`src/rtl/adder_pkg.sv`:
```
// Shared constants and types for the pipelined add/subtract unit.
package adder_pkg;

  localparam logic OP_ADD = 1'b1;
  localparam logic OP_SUB = 1'b0;

  // Per-stage control bundle: occupancy flag plus the carry handed to the next slice.
  typedef struct packed {
    logic valid;
    logic carry;
  } stage_ctrl_t;

  function automatic int num_chunks(input int bus_w, input int chunk_w);
    return bus_w / chunk_w;
  endfunction

endpackage

```
`src/rtl/add_sub_chunk.sv`:
```
// One ripple-carry slice; also exposes the carry into its MSB so the top
// can form signed overflow on the most significant slice.
module add_sub_chunk
  import adder_pkg::*;
#(
  parameter int WIDTH = 8
) (
  input  logic [WIDTH-1:0] a,
  input  logic [WIDTH-1:0] b,
  input  logic             cin,
  output logic [WIDTH-1:0] sum,
  output logic             cout,
  output logic             cmsb
);

  logic [WIDTH:0] carry;

  always_comb begin
    carry    = '0;
    sum      = '0;
    carry[0] = cin;
    for (int i = 0; i < WIDTH; i++) begin
      sum[i]       = a[i] ^ b[i] ^ carry[i];
      carry[i+1]   = (a[i] & b[i]) | (carry[i] & (a[i] ^ b[i]));
    end
  end

  assign cout = carry[WIDTH];
  assign cmsb = carry[WIDTH-1];

endmodule

```
`src/rtl/pipelined_add_sub.sv`:
```
// Pipelined two's-complement add/subtract, one register stage per CHUNK_WIDTH slice,
// elastic valid/ready handshake. Define PIPE_ADDER_SAT_EN to saturate on signed overflow.
module pipelined_add_sub
  import adder_pkg::*;
#(
  parameter int BUS_WIDTH   = 32,
  parameter int CHUNK_WIDTH = 8
) (
  input  logic                 clk,
  input  logic                 rst_b,
  input  logic                 in_valid,
  output logic                 in_ready,
  input  logic                 add_sub_b,
  input  logic [BUS_WIDTH-1:0] in1,
  input  logic [BUS_WIDTH-1:0] in2,
  output logic                 out_valid,
  input  logic                 out_ready,
  output logic [BUS_WIDTH-1:0] out,
  output logic                 ovf,
  output logic                 cout
);

  localparam int NC = num_chunks(BUS_WIDTH, CHUNK_WIDTH);

  if (BUS_WIDTH % CHUNK_WIDTH != 0) begin : g_width_check
    $error("BUS_WIDTH must be an integer multiple of CHUNK_WIDTH");
  end

  stage_ctrl_t            ctrl_q [NC];
  logic [BUS_WIDTH-1:0]   a_q    [NC];
  logic [BUS_WIDTH-1:0]   b_q    [NC];
  logic [BUS_WIDTH-1:0]   s_q    [NC];
  logic                   ovf_q;

  logic                   v_d    [NC];
  logic                   c_d    [NC];
  logic [BUS_WIDTH-1:0]   a_d    [NC];
  logic [BUS_WIDTH-1:0]   b_d    [NC];
  logic [BUS_WIDTH-1:0]   s_d    [NC];
  logic [BUS_WIDTH-1:0]   s_nxt  [NC];
  logic [CHUNK_WIDTH-1:0] sum_w  [NC];
  logic                   cout_w [NC];
  logic                   cmsb_w [NC];

  logic [NC-1:0]          free;
  logic                   free_next;
  logic [BUS_WIDTH-1:0]   out_d;
  logic                   ovf_d;

  // A stage may load when empty or when everything downstream of it moves this cycle.
  always_comb begin
    free      = '0;
    free_next = out_ready;
    for (int k = NC - 1; k >= 0; k--) begin
      free[k]   = !ctrl_q[k].valid || free_next;
      free_next = free[k];
    end
  end

  assign in_ready = rst_b & free[0];

  for (genvar g = 0; g < NC; g++) begin : g_stage
    if (g == 0) begin : g_head
      // Subtraction is in1 + ~in2 + 1; the +1 enters as the slice-0 carry-in.
      assign v_d[0] = in_valid;
      assign a_d[0] = in1;
      assign b_d[0] = (add_sub_b == OP_ADD) ? in2 : ~in2;
      assign c_d[0] = (add_sub_b == OP_SUB);
      assign s_d[0] = '0;
    end else begin : g_body
      assign v_d[g] = ctrl_q[g-1].valid;
      assign a_d[g] = a_q[g-1];
      assign b_d[g] = b_q[g-1];
      assign c_d[g] = ctrl_q[g-1].carry;
      assign s_d[g] = s_q[g-1];
    end

    add_sub_chunk #(.WIDTH(CHUNK_WIDTH)) u_chunk (
      .a    (a_d[g][g*CHUNK_WIDTH +: CHUNK_WIDTH]),
      .b    (b_d[g][g*CHUNK_WIDTH +: CHUNK_WIDTH]),
      .cin  (c_d[g]),
      .sum  (sum_w[g]),
      .cout (cout_w[g]),
      .cmsb (cmsb_w[g])
    );

    // Upper result slices are still zero here, so OR-ing the new slice in is enough.
    assign s_nxt[g] = s_d[g] | (BUS_WIDTH'(sum_w[g]) << (g * CHUNK_WIDTH));
  end

  assign ovf_d = cmsb_w[NC-1] ^ cout_w[NC-1];

  // Overflow implies both effective operand signs agree, so in1's sign picks the rail.
  always_comb begin
    out_d = s_nxt[NC-1];
`ifdef PIPE_ADDER_SAT_EN
    if (ovf_d) begin
      out_d = a_d[NC-1][BUS_WIDTH-1] ? {1'b1, {(BUS_WIDTH-1){1'b0}}}
                                     : {1'b0, {(BUS_WIDTH-1){1'b1}}};
    end
`endif
  end

  always_ff @(posedge clk or negedge rst_b) begin
    if (!rst_b) begin
      for (int k = 0; k < NC; k++) begin
        ctrl_q[k] <= '0;
        a_q[k]    <= '0;
        b_q[k]    <= '0;
        s_q[k]    <= '0;
      end
      ovf_q <= 1'b0;
    end else begin
      for (int k = 0; k < NC; k++) begin
        if (free[k]) begin
          ctrl_q[k].valid <= v_d[k];
          if (v_d[k]) begin
            ctrl_q[k].carry <= cout_w[k];
            a_q[k]          <= a_d[k];
            b_q[k]          <= b_d[k];
            s_q[k]          <= (k == NC - 1) ? out_d : s_nxt[k];
          end
        end
      end
      if (free[NC-1] && v_d[NC-1]) begin
        ovf_q <= ovf_d;
      end
    end
  end

  assign out_valid = ctrl_q[NC-1].valid;
  assign out       = s_q[NC-1];
  assign cout      = ctrl_q[NC-1].carry;
  assign ovf       = ovf_q;

endmodule

```
`config.mk`:
```
export PLATFORM = sky130hd
export DESIGN_NAME = pipelined_add_sub
export DESIGN_NICKNAME = d
export VERILOG_FILES = /design/src/rtl/adder_pkg.sv /design/src/rtl/add_sub_chunk.sv /design/src/rtl/pipelined_add_sub.sv
export SDC_FILE = /design/constraint.sdc
export NUM_CORES = 1
export LEC_CHECK = 0
export CAP_MARGIN = 20
export CORE_ASPECT_RATIO = 1.5
export CORE_MARGIN = 2
export CORE_UTILIZATION = 30
export CTS_CLUSTER_DIAMETER = 100
export CTS_CLUSTER_SIZE = 25
export DETAILED_ROUTE_END_ITERATION = 10
export PLACE_DENSITY = 0.51
export SYNTH_ARGS = -nofsm -noshare
export SYNTH_HDL_FRONTEND = slang
export SYNTH_SLANG_ARGS = --single-unit
```
`constraint.sdc`:
```
create_clock -name clk -period 3.3 [get_ports clk]
set_input_delay 0.66 -clock clk [delete_from_list [all_inputs] [get_ports clk]]
set_output_delay 0.66 -clock clk [all_outputs]
set_load 0.005 [all_outputs]
```
# Yosys cells after proc, flatten, opt, wreduce, memory -nomap -nowiden
# Cells that the tools add are included.
[word_totals] regBits=305 out_inout_bits=36 input_bits=69 word_cells=200
[classes] muxes=1 bitwise_logic=167 n_reduce_logical=13
[ops] op="AND 1 bit" count=65
[ops] op="bitwise XOR 1 bit" count=65
[ops] op="2-to-1 mux 32 bit" count=1
[ops] op="inverter 32 bit" count=1
[ops] op="OR 1 bit" count=32
[ops] op="OR 32 x 24 -> 32 bit" count=1
[ops] op="OR 32 bit" count=1
[ops] op="OR 8 x 16 -> 16 bit" count=1
[ops] op="AND reduction 2 bit" count=4
[ops] op="zero test 1 bit" count=4
[ops] op="logical OR 1 bit" count=4
[ops] op="logical AND 1 bit" count=1
[ops] op="inverter 1 bit" count=1

# Logic depth before layout (Yosys ltp)
[logic_depth] ltp_word=19 ltp_mapped=13 ltp_nobuf=13

# By module
# From an unflattened synthesis, not the netlist that was laid out.
[unflattened] cells_unflattened=508 hier_area_um2=8094.0
[by_module_without_submodules] mod="pipelined_add_sub" area_per_inst_um2=7303.3 cells_per_inst=436 instances=1 seq_area_each_um2=4629.4
[by_module_without_submodules] mod="add_sub_chunk" area_per_inst_um2=197.7 cells_per_inst=18 instances=4 seq_area_each_um2=0.0

# Worst setup path after synthesis
# No wires, ideal clock.
[synth_path] path_type="in2reg" startpoint="input add_sub_b" endpoint="register s_q (netlist bit s_d[71])" n_path_buf=2 slack_ns=-0.898 stages=13 arrival_time_ns=4.073 setup_ns=0.125 t_required_ns=3.175 path_cell_list="clkbuf_1 -> buf_2 -> xnor2_1 -> fa_1 -> inv_1 -> fa_1 -> fa_1 -> fa_1 -> fa_1 -> fa_1 -> inv_1 -> fa_1 -> mux2_4"
[synth_between] elab_chain_len=17 elab_cells_between_ends=32 cone_classes="1 x mux; 31 x bitwise"
[synth_rtl] element="from (decl)" line_no="pipelined_add_sub.sv:13" source="input logic add_sub_b,"
[synth_rtl] element="2-to-1 mux 32 bit" line_no="pipelined_add_sub.sv:67" source="assign b_d[0] = (add_sub_b == OP_ADD) ? in2 : ~in2;"
[synth_rtl] element="bitwise XOR 1 bit" line_no="add_sub_chunk.sv:24" source="carry[i+1] = (a[i] & b[i]) | (carry[i] & (a[i] ^ b[i]));"
[synth_rtl] element="AND 1 bit" line_no="add_sub_chunk.sv:24"
[synth_rtl] element="OR 1 bit" line_no="add_sub_chunk.sv:24"
[synth_rtl] element="AND 1 bit" line_no="add_sub_chunk.sv:24"
[synth_rtl] element="OR 1 bit" line_no="add_sub_chunk.sv:24"
[synth_rtl] element="AND 1 bit" line_no="add_sub_chunk.sv:24"
[synth_rtl] element="OR 1 bit" line_no="add_sub_chunk.sv:24"
[synth_rtl] element="[... 2 more ...]"
[synth_rtl] element="AND 1 bit" line_no="add_sub_chunk.sv:24"
[synth_rtl] element="OR 1 bit" line_no="add_sub_chunk.sv:24"
[synth_rtl] element="AND 1 bit" line_no="add_sub_chunk.sv:24"
[synth_rtl] element="OR 1 bit" line_no="add_sub_chunk.sv:24"
[synth_rtl] element="AND 1 bit" line_no="add_sub_chunk.sv:24"
[synth_rtl] element="OR 1 bit" line_no="add_sub_chunk.sv:24"
[synth_rtl] element="bitwise XOR 1 bit (*)" line_no="add_sub_chunk.sv:23" source="sum[i] = a[i] ^ b[i] ^ carry[i];"
[synth_rtl] element="net g_stage[0].u_chunk.sum[7]" line_no="add_sub_chunk.sv:11" source="output logic [WIDTH-1:0] sum,"
[synth_rtl] element="to (signal, indexed assignment)" line_no="pipelined_add_sub.sv:121" source="s_q[k] <= (k == NC - 1) ? out_d : s_nxt[k];"
[synth_rtl] element="to (decl)" line_no="pipelined_add_sub.sv:32" source="logic [BUS_WIDTH-1:0] s_q [NC];"
# Mark *: on every way through the listed nets, which the timed path passes. The rest lies on a longest branch.
# A chain may end at the register's enable or synchronous reset.

# Worst setup path in the final report
[layout_path] startpoint="register a_q (netlist bit a_d[48])" endpoint="register s_q (netlist bit s_d[23])"
[layout_between] elab_chain_len=17 elab_cells_between_ends=18 cone_classes="18 x bitwise"
[layout_rtl] element="from (decl)" line_no="pipelined_add_sub.sv:30" source="logic [BUS_WIDTH-1:0] a_q [NC];"
[layout_rtl] element="from (signal, indexed assignment)" line_no="pipelined_add_sub.sv:119" source="a_q[k] <= a_d[k];"
[layout_rtl] element="bitwise XOR 1 bit" line_no="add_sub_chunk.sv:24"
[layout_rtl] element="AND 1 bit" line_no="add_sub_chunk.sv:24"
[layout_rtl] element="OR 1 bit (*)" line_no="add_sub_chunk.sv:24"
[layout_rtl] element="AND 1 bit (*)" line_no="add_sub_chunk.sv:24"
[layout_rtl] element="OR 1 bit (*)" line_no="add_sub_chunk.sv:24"
[layout_rtl] element="AND 1 bit (*)" line_no="add_sub_chunk.sv:24"
[layout_rtl] element="OR 1 bit (*)" line_no="add_sub_chunk.sv:24"
[layout_rtl] element="AND 1 bit (*)" line_no="add_sub_chunk.sv:24"
[layout_rtl] element="OR 1 bit (*)" line_no="add_sub_chunk.sv:24"
[layout_rtl] element="AND 1 bit (*)" line_no="add_sub_chunk.sv:24"
[layout_rtl] element="OR 1 bit (*)" line_no="add_sub_chunk.sv:24"
[layout_rtl] element="AND 1 bit (*)" line_no="add_sub_chunk.sv:24"
[layout_rtl] element="OR 1 bit (*)" line_no="add_sub_chunk.sv:24"
[layout_rtl] element="AND 1 bit (*)" line_no="add_sub_chunk.sv:24"
[layout_rtl] element="OR 1 bit (*)" line_no="add_sub_chunk.sv:24"
[layout_rtl] element="bitwise XOR 1 bit (*)" line_no="add_sub_chunk.sv:23"
[layout_rtl] element="OR 32 x 24 -> 32 bit (*)" line_no="pipelined_add_sub.sv:88" source="assign s_nxt[g] = s_d[g] | (BUS_WIDTH'(sum_w[g]) << (g * CHUNK_WIDTH));"
# Mark *: on every way between the ends. The rest lies on a longest branch, timed or not.

==> results.toml <==
[run_status]
status = "finished, violations left"
violations = "negative setup slack"

[cts]
h-tree-depth = 4
cts_tree = "yes"
ctsHoldBuffers = 0
cts-buffers-inserted = 17
path_clk_slew_ns = 0.07
clk_latency_ns = 0.43
clockBufferDepth = 2
cts_setup_buffers = 0
cts-root-buf = "clkbuf_16"
clock_sinks = 185

[timing]
clock_skew_ns = 0.007310
rsz0062_at_grt = "true"
slew_viol_final = 0
slew_headroom_pct = 33.57
setup_viol = 7
max_freq_mhz = 281.9
worstMarginPinSlew_ns = 0.9964
period_minus_slack_ns = 3.547
fin_crit_sh_pct = 107.5
setup_ws_ns = -0.2468
hold_viol_final = 0

[hold_path]
hold_path_class = "in2async"

[floorplanning]
start_util_pct = 30.41
io_pins = 105
die_h_um = 204.3
rows = 73
die_area_um2 = 28110
die_x_um = 137.6
core_um2 = 26400

[synthesis]
yosys_warnings = 0
syn_avg_cell_area_um2 = 15.71
syn_area_um2 = 8026
seq_area_frac_synth_pct = 57.68
syn_nets = 611
synth_cells = 511
ys_ff_latch = 185
yosysUniqueCellTypes = 20

[global_route]
grt_usage_pct = 12.10
overflow = 0
grt_pass1_wl_um = 25700
antenna_found_initial = 0
first_global_vias = 4888
grt_max_degree = 178

[final_layout]
antenna_cells = 0
fillers = 2446
final_common_cell = "dfrtp_1"
area_delta_synth_final_pct = 27.09
multi_input_area_um2 = 3233
nets = 728
regArea_um2 = 4629
design_area_um2 = 10200
drive_above_1_share_pct = 41.03
most-common-layout-cells = "dfrtp_1, mux2_2, clkdlybuf4s50_1"

[worst_setup_path]
r2r_end = "s_d[23]"
crit_top_cell = "fa_2"
path_max_fanout = 2
worstPathCellList = "fa_2 -> inv_2 -> fa_1 -> inv_2 -> fa_2 -> fa_2 -> fa_2 -> fa_2 -> fa_2 -> inv_2 -> fa_1 -> mux2i_1"
end_kind = "register"
rr_worst_depth = 12
rr_startpoint = "a_d[48]"
cp_slowest_cell = "dfrtp_1"
critical_path.startpoint_type = "register"
required_ns = 3.66
rrSetupSlack_ns = -0.25
worstPathArrival_ns = 3.90
path_class = "reg2reg"
crit_path_start = "a_d[48]"
slowest_delay_ns = 0.40

[pwr]
p_leak_nw = 4.333
intPower_mw = 5.784
combPwrFrac_pct = 30.4
p_sw_share_pct = 27.77
p_total_mw = 8.007
p_switching_mw = 2.224
power.clock.fraction_pct = 24.4
ir_worst_vdd_uv = 348.2
p_seq_share_pct = 45.1
p_per_area_nw_per_um2 = 785.0

[route]
drcViolationCount = 0
wire_per_inst_um = 16.04
drt_iter0_markers = 165
dr.pass1.iters = 4
vias_per_cell = 4.348
routed_wl_um = 15680
drt.antenna.violating_nets = 0
via_count = 4252

[placed_design]
gp_congestion = 0.7480
portBuffers = 104
hpwl_um = 10820
place_area_um2 = 9587

[job]
max_cap_violations = 0
cell type report:
type | instances | area share (%)
Inverter | 40 | 1.472
Clock inverter | 11 | 0.9567
Clock buffer | 21 | 4.612
Sequential cell | 185 | 45.38
Tap cell | 337 | 4.133
Timing Repair Buffer | 120 | 11.75
Multi-Input combinational cell | 264 | 31.69
flip-flops by register name, indices dropped and copies added, names as in the netlist:
register	flops
out_valid	1
ctrl_q	3
cout	1
out	32
ovf	1
a_d	48
c_d	3
s_d	48
b_d	48
timing repair:
action,in CTS,in global routing
endpoints found under the setup margin,11,12
gates resized for setup,32,8
pin swaps,18,15
metal layers:
metal / share of wire (%) / global-route usage (%) / up-vias
met4: 2.1 / 5.118 / 0
met2: 54 / 20.98 / 79
met1: 41 / 14.21 / 2209
met5: 0 / 0 / -
met3: 3.6 / 2.778 / 16
li1: - / - / 1948
worst max-delay path by stage:
stage / end / slack, ns / depth (start not counted)
global route: s_d[23] / -0.36 / 12
CTS: s_d[23] / -0.32 / 12
floorplan: s_d[71] / -0.50 / 13
finish: s_d[23] / -0.25 / 12
global placement: s_d[71] / -0.88 / 12
detailed placement: s_d[71] / -0.90 / 12
power by group through the flow:
stage          Combinational (mW)  Clock, mW  Sequential, mW
2_1_floorplan                1.51          0            3.53
3_3_place_gp                 2.39          0            3.64
3_5_place_dp                 2.49          0            3.67
4_1_cts                      2.52       2.02            3.63
5_1_grt                      2.75       2.12            3.74
6_report                     2.44       1.96            3.61
synth_stat cells:
cell type | number | share of area [%]
and2_1 | 1 | 0.078
nand3b_1 | 1 | 0.094
mux2_4 | 23 | 4.3
clkbuf_1 | 1 | 0.047
xnor2_1 | 25 | 2.7
mux2i_1 | 13 | 1.6
inv_1 | 40 | 1.9
dfrtp_1 | 185 | 58
mux2_2 | 142 | 20
buf_6 | 4 | 0.56
xor2_1 | 8 | 0.87
and4b_1 | 1 | 0.12
nand4b_1 | 1 | 0.11
nand2_1 | 6 | 0.28
nand2b_1 | 4 | 0.31
a21boi_2 | 1 | 0.14
fa_1 | 31 | 7.7
o21ai_0 | 7 | 0.44
buf_4 | 1 | 0.094
buf_2 | 16 | 1.0
per-stage QoR:
stage	worst slack, ns	TNS [ns]	hold WS [ns]	utilization (%)	cells
after floorplan	-0.5041	-0.9850	0.3644	-	511
after global placement	-0.8760	-3.055	0.4821	36.32	946
after detailed placement	-0.9021	-3.531	0.4896	36.32	946
after CTS	-0.3202	-1.604	0.03778	38.54	978
after global routing	-0.3645	-1.891	0.03579	38.65	978
final	-0.2468	-0.9369	0.05214	38.65	978
worst max-delay path, delay by kind of cell, from the launching register on:
family,cells,cell delay [ns]
adder cells (fa/ha/maj),8,2.77
flip-flops,1,0.40
buffers and inverters,3,0.16
multiplexers,1,0.14
logic make-up (layout without fill, tap and decap cells):
kind of cell    count (synthesis)  after routing  share of synthesized area, %
simple gates                   14             14                        0.9977
buf+inv                        62            192                         3.570
flops                         185            185                         57.68
compound gates                  8              8                        0.5767
xor+xnor                       33             33                         3.601
mux                           178            178                         25.85
fa+ha+maj                      31             31                         7.732
Note: power is estimated with default switching activity, not from simulation.
